--- src/rtl/fb_pkg.sv ---
// Shared constants and state type for the frame-buffer fill engine.
package fb_pkg;

    localparam int unsigned FB_W          = 320;
    localparam int unsigned FB_H          = 240;
    localparam int unsigned FB_ADDR_LIMIT = 65536;
    // Row pitch in pixels; the clip unit's (y<<8)+(y<<6) row base assumes this value.
    localparam int unsigned FB_ROW_STRIDE = 320;

    typedef enum logic [1:0] {
        StIdle,
        StSetup,
        StRun,
        StDone
    } fb_state_e;

endpackage

--- src/rtl/fb_rect_clip.sv ---
// Combinational rectangle clip: exclusive end corner, row base, start index, empty flag.
module fb_rect_clip #(
    parameter int unsigned FB_W       = fb_pkg::FB_W,
    parameter int unsigned FB_H       = fb_pkg::FB_H,
    parameter int unsigned ADDR_LIMIT = fb_pkg::FB_ADDR_LIMIT
) (
    input  logic [8:0]  i_x,
    input  logic [7:0]  i_y,
    input  logic [8:0]  i_w,
    input  logic [7:0]  i_h,
    output logic [9:0]  o_xe,
    output logic [9:0]  o_ye,
    output logic [16:0] o_row_base,
    output logic [16:0] o_start,
    output logic        o_empty
);

    logic [9:0] w_xsum;
    logic [9:0] w_ysum;

    assign w_xsum = {1'b0, i_x} + {1'b0, i_w};
    assign w_ysum = {2'b0, i_y} + {2'b0, i_h};

    assign o_xe = (w_xsum > 10'(FB_W)) ? 10'(FB_W) : w_xsum;
    assign o_ye = (w_ysum > 10'(FB_H)) ? 10'(FB_H) : w_ysum;

    // y*320 built from two shifts so no multiplier is inferred.
    assign o_row_base = ({9'd0, i_y} << 8) + ({9'd0, i_y} << 6);
    assign o_start    = o_row_base + {8'd0, i_x};

    assign o_empty = (i_w == 9'd0) || (i_h == 8'd0)
                  || ({1'b0, i_x} >= 10'(FB_W))
                  || ({2'b0, i_y} >= 10'(FB_H))
                  || ({1'b0, o_start} >= 18'(ADDR_LIMIT));

endmodule

--- src/rtl/fb_fill_engine.sv ---
// Rectangle-fill initiator: one clipped pixel write per granted cycle on the frame-buffer port.
module fb_fill_engine
    import fb_pkg::*;
#(
    parameter int unsigned FB_W       = fb_pkg::FB_W,
    parameter int unsigned FB_H       = fb_pkg::FB_H,
    parameter int unsigned ADDR_LIMIT = fb_pkg::FB_ADDR_LIMIT
) (
    input  logic        i_clk_cpu,
    input  logic        i_reset,
    input  logic        i_cmd_valid,
    output logic        o_cmd_ready,
    input  logic [8:0]  i_cmd_x,
    input  logic [7:0]  i_cmd_y,
    input  logic [8:0]  i_cmd_w,
    input  logic [7:0]  i_cmd_h,
    input  logic [11:0] i_cmd_color,
    input  logic        i_abort,
    input  logic        i_bus_gnt,
    output logic        o_busy,
    output logic        o_done,
    output logic        o_mem_write,
    output logic [15:0] o_mem_addr,
    output logic [31:0] o_mem_wdata
);

    fb_state_e   r_state;
    logic [8:0]  r_x;
    logic [7:0]  r_y;
    logic [8:0]  r_w;
    logic [7:0]  r_h;
    logic [11:0] r_color;
    logic [9:0]  r_xe;
    logic [9:0]  r_ye;
    logic [9:0]  r_cur_x;
    logic [9:0]  r_cur_y;
    logic [16:0] r_row_base;
    logic [16:0] r_idx;
    logic        r_mem_write;
    logic [15:0] r_mem_addr;
    logic [11:0] r_mem_wdata;
    logic        r_done;

    logic [9:0]  w_xe;
    logic [9:0]  w_ye;
    logic [16:0] w_row_base;
    logic [16:0] w_start;
    logic        w_empty;

    fb_rect_clip #(
        .FB_W       (FB_W),
        .FB_H       (FB_H),
        .ADDR_LIMIT (ADDR_LIMIT)
    ) u_clip (
        .i_x        (r_x),
        .i_y        (r_y),
        .i_w        (r_w),
        .i_h        (r_h),
        .o_xe       (w_xe),
        .o_ye       (w_ye),
        .o_row_base (w_row_base),
        .o_start    (w_start),
        .o_empty    (w_empty)
    );

    logic [9:0]  w_next_x;
    logic        w_row_end;
    logic        w_last_row;
    logic [16:0] w_next_row_base;
    logic [16:0] w_next_idx;
    logic        w_next_over;

    // Cursor successor in row-major order and the address-limit test on it.
    always_comb begin
        w_next_x        = r_cur_x + 10'd1;
        w_row_end       = (w_next_x >= r_xe);
        w_last_row      = ((r_cur_y + 10'd1) >= r_ye);
        w_next_row_base = r_row_base + 17'(FB_ROW_STRIDE);
        w_next_idx      = w_row_end ? (w_next_row_base + {8'd0, r_x}) : (r_idx + 17'd1);
        w_next_over     = ({1'b0, w_next_idx} >= 18'(ADDR_LIMIT));
    end

    // Control FSM with registered write-port and done outputs.
    always_ff @(posedge i_clk_cpu) begin
        if (i_reset) begin
            r_state     <= StIdle;
            r_x         <= '0;
            r_y         <= '0;
            r_w         <= '0;
            r_h         <= '0;
            r_color     <= '0;
            r_xe        <= '0;
            r_ye        <= '0;
            r_cur_x     <= '0;
            r_cur_y     <= '0;
            r_row_base  <= '0;
            r_idx       <= '0;
            r_mem_write <= 1'b0;
            r_mem_addr  <= '0;
            r_mem_wdata <= '0;
            r_done      <= 1'b0;
        end else begin
            r_mem_write <= 1'b0;
            r_done      <= 1'b0;
            unique case (r_state)
                StIdle: begin
                    if (i_cmd_valid) begin
                        r_x     <= i_cmd_x;
                        r_y     <= i_cmd_y;
                        r_w     <= i_cmd_w;
                        r_h     <= i_cmd_h;
                        r_color <= i_cmd_color;
                        r_state <= StSetup;
                    end
                end
                StSetup: begin
                    r_xe       <= w_xe;
                    r_ye       <= w_ye;
                    r_row_base <= w_row_base;
                    r_idx      <= w_start;
                    r_cur_x    <= {1'b0, r_x};
                    r_cur_y    <= {2'b0, r_y};
                    r_state    <= w_empty ? StDone : StRun;
                end
                StRun: begin
                    // Abort wins over a simultaneous grant: no write on this edge.
                    if (i_abort) begin
                        r_state <= StDone;
                    end else if (i_bus_gnt) begin
                        r_mem_write <= 1'b1;
                        r_mem_addr  <= r_idx[15:0];
                        r_mem_wdata <= r_color;
                        if ((w_row_end && w_last_row) || w_next_over) begin
                            r_state <= StDone;
                        end else begin
                            if (w_row_end) begin
                                r_cur_x    <= {1'b0, r_x};
                                r_cur_y    <= r_cur_y + 10'd1;
                                r_row_base <= w_next_row_base;
                            end else begin
                                r_cur_x <= w_next_x;
                            end
                            r_idx <= w_next_idx;
                        end
                    end
                end
                StDone: begin
                    r_done  <= 1'b1;
                    r_state <= StIdle;
                end
                default: r_state <= StIdle;
            endcase
        end
    end

    assign o_cmd_ready = (r_state == StIdle);
    assign o_busy      = (r_state != StIdle);
    assign o_done      = r_done;
    assign o_mem_write = r_mem_write;
    assign o_mem_addr  = r_mem_addr;
    assign o_mem_wdata = {20'd0, r_mem_wdata};

endmodule

--- config.mk ---
export PLATFORM = sky130hd
export DESIGN_NAME = fb_fill_engine
export DESIGN_NICKNAME = d
export VERILOG_FILES = /design/src/rtl/fb_pkg.sv /design/src/rtl/fb_rect_clip.sv /design/src/rtl/fb_fill_engine.sv
export SDC_FILE = /design/constraint.sdc
export NUM_CORES = 1
export LEC_CHECK = 0
export CORE_MARGIN = 2
export CORE_UTILIZATION = 40
export CTS_BUF_LIST = sky130_fd_sc_hd__clkbuf_4
export CTS_CLUSTER_DIAMETER = 100
export CTS_CLUSTER_SIZE = 16
export DETAILED_ROUTE_END_ITERATION = 16
export GPL_ROUTABILITY_DRIVEN = 0
export GPL_TIMING_DRIVEN = 1
export PLACE_DENSITY = 0.64
export REMOVE_ABC_BUFFERS = 1
export SLEW_MARGIN = 0
export SYNTH_ARGS = -nofsm -noshare
export SYNTH_HDL_FRONTEND = slang
export SYNTH_SLANG_ARGS = --single-unit
--- constraint.sdc ---
create_clock -name i_clk_cpu -period 10.85 [get_ports i_clk_cpu]
set_input_delay 1.6275 -clock i_clk_cpu [delete_from_list [all_inputs] [get_ports i_clk_cpu]]
set_output_delay 1.6275 -clock i_clk_cpu [all_outputs]
set_load 0.01 [all_outputs]
==> results summary <==
The final core area utilization came out at 46.30%. Sequential cells burn between 30% and 40% of the power. The min-delay analysis places its worst path in the category flop to flop. Leaving out fill and tap cells, the most frequent cells in the layout are sky130_fd_sc_hd__nand2_1 (218), sky130_fd_sc_hd__dfxtp_1 (145), sky130_fd_sc_hd__a21oi_1 (133), sky130_fd_sc_hd__clkdlybuf4s50_1 (81), sky130_fd_sc_hd__nor2_1 (75). In this run, synthesis inferred 0 flip-flops with an integrated enable. The detailed-route via count came out at approximately 8000. The final layout net count came out at around 1300. The minimum clock period came out at 4.119 ns. The sum of internal, switching and leakage power came out at between 2000 and 2500 uW. The routed length per placed instance is 15.82 um.

The slowest stage of the critical path is the sky130_fd_sc_hd__nor3_2 cell. Across the routed clock network, the largest skew measured is 0.01509 ns. The number of failing hold endpoints at the final stage was 0. The number of buffers inserted to repair setup after CTS is 0. The first global-routing pass estimated 38540 um of wire.

The worst stage delay on the critical path is approximately 0.54 ns. The largest net degree at the start of global routing came out at 77. The die is approximately 150 um tall. The max-slew violation count came out at 0. Among all flip-flop cells after synthesis, the most frequent one is sky130_fd_sc_hd__dfxtp_1. The power density relative to cell area came out at around 210 nW/um2. After detailed routing, the total wire length is 23430 um. The violation count after the first detailed-routing iteration came out at 435. The cell sitting at the root of the clock tree is a sky130_fd_sc_hd__clkbuf_4. The number of placement rows came out at 54.

The mean number of vias per cell is 5.413. The total buffers and inverters traversed by the critical path came out at 0. The signal on the critical path passes through and3_1 -> and3_1 -> nand3_1 -> nor2_1 -> xor2_1 -> ha_1 -> a2111oi_0 -> o21ai_0 -> o21ai_0 -> or2_2 -> or3_1 -> nor3_2 -> or3b_1 -> a31oi_1. The worst slew slack as a fraction of its limit came out at approximately 30%. The proportion of register bits with asynchronous set or reset after synthesis came out at 0%. The count of final setup violators came out at 0. The TritonCTS clock tree is done.

The placeable core area is 21690 um2. For this run, the number of Yosys warnings is 0. Static timing analysis puts the maximum clock frequency at 0.2428 GHz. The final critical-path share of the clock period is roughly 38%. In the final layout, the share of cells above drive strength 1 is 4.917%. The post-route standard cell area excluding fillers is 10040 um2.

The number of global-route vias before repair is 7610. Net switching is around 44% of the power. The data arrival time of the critical path came out at 4.61 ns. The cell-internal power came out at roughly 1200 uW. After synthesis, the mean cell area works out to 7.720 um2. Combinational logic is responsible for between 40% and 50% of the overall power. In this run, synthesis produced a sequential element count of 145. The run finished with clean final reports. The mapped netlist covers 8793 um2.

The clock transition at the registers of the reported paths is 0.13 ns. The sequential area share after synthesis is 33.01%. TritonCTS created 17 clock buffers.

The width of the die came out at 152.3 um. The initial antenna violation count came out at 1. In this run the worst path has a maximum fanout of 17. Setup repair after global routing left no endpoint under its margin. The worst setup path is captured at a flop.

For this run the aggregate overflow at the end of global routing stands at 0. The global routing usage summed across all routing layers came out at 20.20%. The starting density of the core came out at between 40 and 50%.

The final-layout fill cell count came out at 2186. The post-synthesis cell count came out at approximately 1100. The summed negative setup slack over all endpoints came out at 0 ns.

The count of cells resized by post-cts repair is 0. The worst vdd rail ir drop is 0.1335 mV. Broken down by cell family, the worst path's largest delay share belongs to simple AND/OR/NAND/NOR gates. The static leakage power is ~0.0038 uW. The remaining design rule violation count is 0.

In this run, post-CTS hold repair placed 0 buffers. Leaving out fill and tap cells, the most frequent cell in the layout is sky130_fd_sc_hd__nand2_1. The number of detailed-route iterations in the first pass is 5.

The count of port buffers added during placement is 82. The buffer levels on the longest clock path is 2. STA puts the critical path data required time at approximately 11 ns. The transition time at the pin with the least slew margin is around 1.0 ns. The depth of the CTS H-tree came out at 4. The cell area reported after detailed placement came out at 9691 um2.

The die footprint is around 23000 um2. STA classifies the critical path startpoint as a flop. The reported max-cap violation count is 0.

The reported net switching power is 944.3 uW. The HPWL after detailed placement is 16270 um. The latest clock arrival within the worst-skew pair is 0.57 ns. The number of different library cells used by synthesis comes to 74. Once detail routing completed, the nets flagged for antenna violations numbered 0. By startpoint and endpoint, the worst setup path is classified as flop to flop. The area growth from synthesis to layout is 14.20%. The clock drives 145 sinks. The clock share of power is 19.6%. 103 I/O pins were placed.
[power by group through the flow]
stage | Sequential, uW | Clock, uW | Combinational (uW)
3_3_place_gp | 748 | 0 | 946
4_1_cts | 738 | 431 | 970
6_report | 739 | 417 | 973
2_1_floorplan | 711 | 0 | 687
5_1_grt | 754 | 452 | 1090
3_5_place_dp | 750 | 0 | 965
[state kept, by name, indices dropped and copies added, names as in the netlist, 10 cells and up]
name / flops
r_xe: 10
r_row_base: 11
r_cur_y: 10
r_cur_x: 10
r_color: 12
r_mem_wdata: 12
r_idx: 17
o_mem_addr: 16
[worst register-to-register path, delay by kind of cell (launching register included)]
| family | cells | cell delay (ns) |
|---|---|---|
| simple gates | 8 | 2.68 |
| compound gates | 4 | 0.50 |
| flops | 1 | 0.44 |
| xor+xnor | 1 | 0.23 |
| fa+ha+maj | 1 | 0.21 |
[kinds of logic (layout without fill, tap and decap cells)]
family	after synthesis	count (layout)	synth area share [%]
AOI/OAI and AO/OA	309	309	22.18
xor gates and xnor gates	60	60	5.976
adders and majority gates	62	62	9.135
buffers and inverters	131	172	6.773
DFF	145	145	33.01
muxes	8	8	0.9391
other	1	22	0.04265
and+or+nand+nor	423	423	21.94
[Yosys cell counts, drive strengths merged (8+ instances only)]
cell	n	area (um2)
clkbuf	47	176.4
inv	48	180.2
dfxtp	145	2903
xnor2	39	341.6
nand4	11	83.83
buf	34	231.5
a31oi	11	68.82
nand3	25	125.1
a32o	10	100.1
xor2	21	183.9
a211oi	18	135.1
nor2	75	281.5
o21ai	51	255.3
or3	10	62.56
nor2b	10	62.56
nor3	22	115.1
nand2b	8	50.05
a21o	15	112.6
nand2	218	818.3
ha	57	713.2
a21oi	134	674.4
o211ai	9	67.56
o31ai	8	65.06
[worst paths after layout]
kind | start | endpoint | slack (ns) | depth (start not counted)
setup / recovery | r_cur_x[2] | r_row_base[14] | 6.73 | 14
hold / removal | r_color[4] | r_mem_wdata[4] | 0.45 | 2
setup reg to reg | r_cur_x[2] | r_row_base[14] | 6.73 | 14
hold reg to reg | r_color[4] | r_mem_wdata[4] | 0.45 | 2
[layer usage]
layer	GRT usage (%)	part of all wire, %
met1	25.68	46
met5	0	0
met3	3.726	4.3
met4	6.142	1.8
met2	34.86	48
[metrics by stage]
stage          hold slack [ns]  cells  setup WS, ns
2_1_floorplan           0.4237   1078         6.588
3_3_place_gp            0.4375   1448         6.923
3_5_place_dp            0.4441   1448         6.863
4_1_cts                 0.4615   1480         6.801
5_1_grt                 0.4754   1481         6.332
6_report                0.4482   1481         6.731
[layout make-up]
| class | instances | area, um2 | area share (%) |
|---|---|---|---|
| multi-input cells | 883 | 5371 | 53.49 |
| flip-flops and latches | 145 | 2903 | 28.91 |
| repair buffers | 90 | 878.3 | 8.747 |
| well taps | 280 | 350.3 | 3.489 |
| clock inverters | 14 | 214.0 | 2.131 |
| inverters | 50 | 187.7 | 1.869 |
| clock buffers | 18 | 135.1 | 1.346 |
| diodes | 1 | 2.502 | 0.02492 |
No activity file was read; power rests on OpenSTA's default activity.
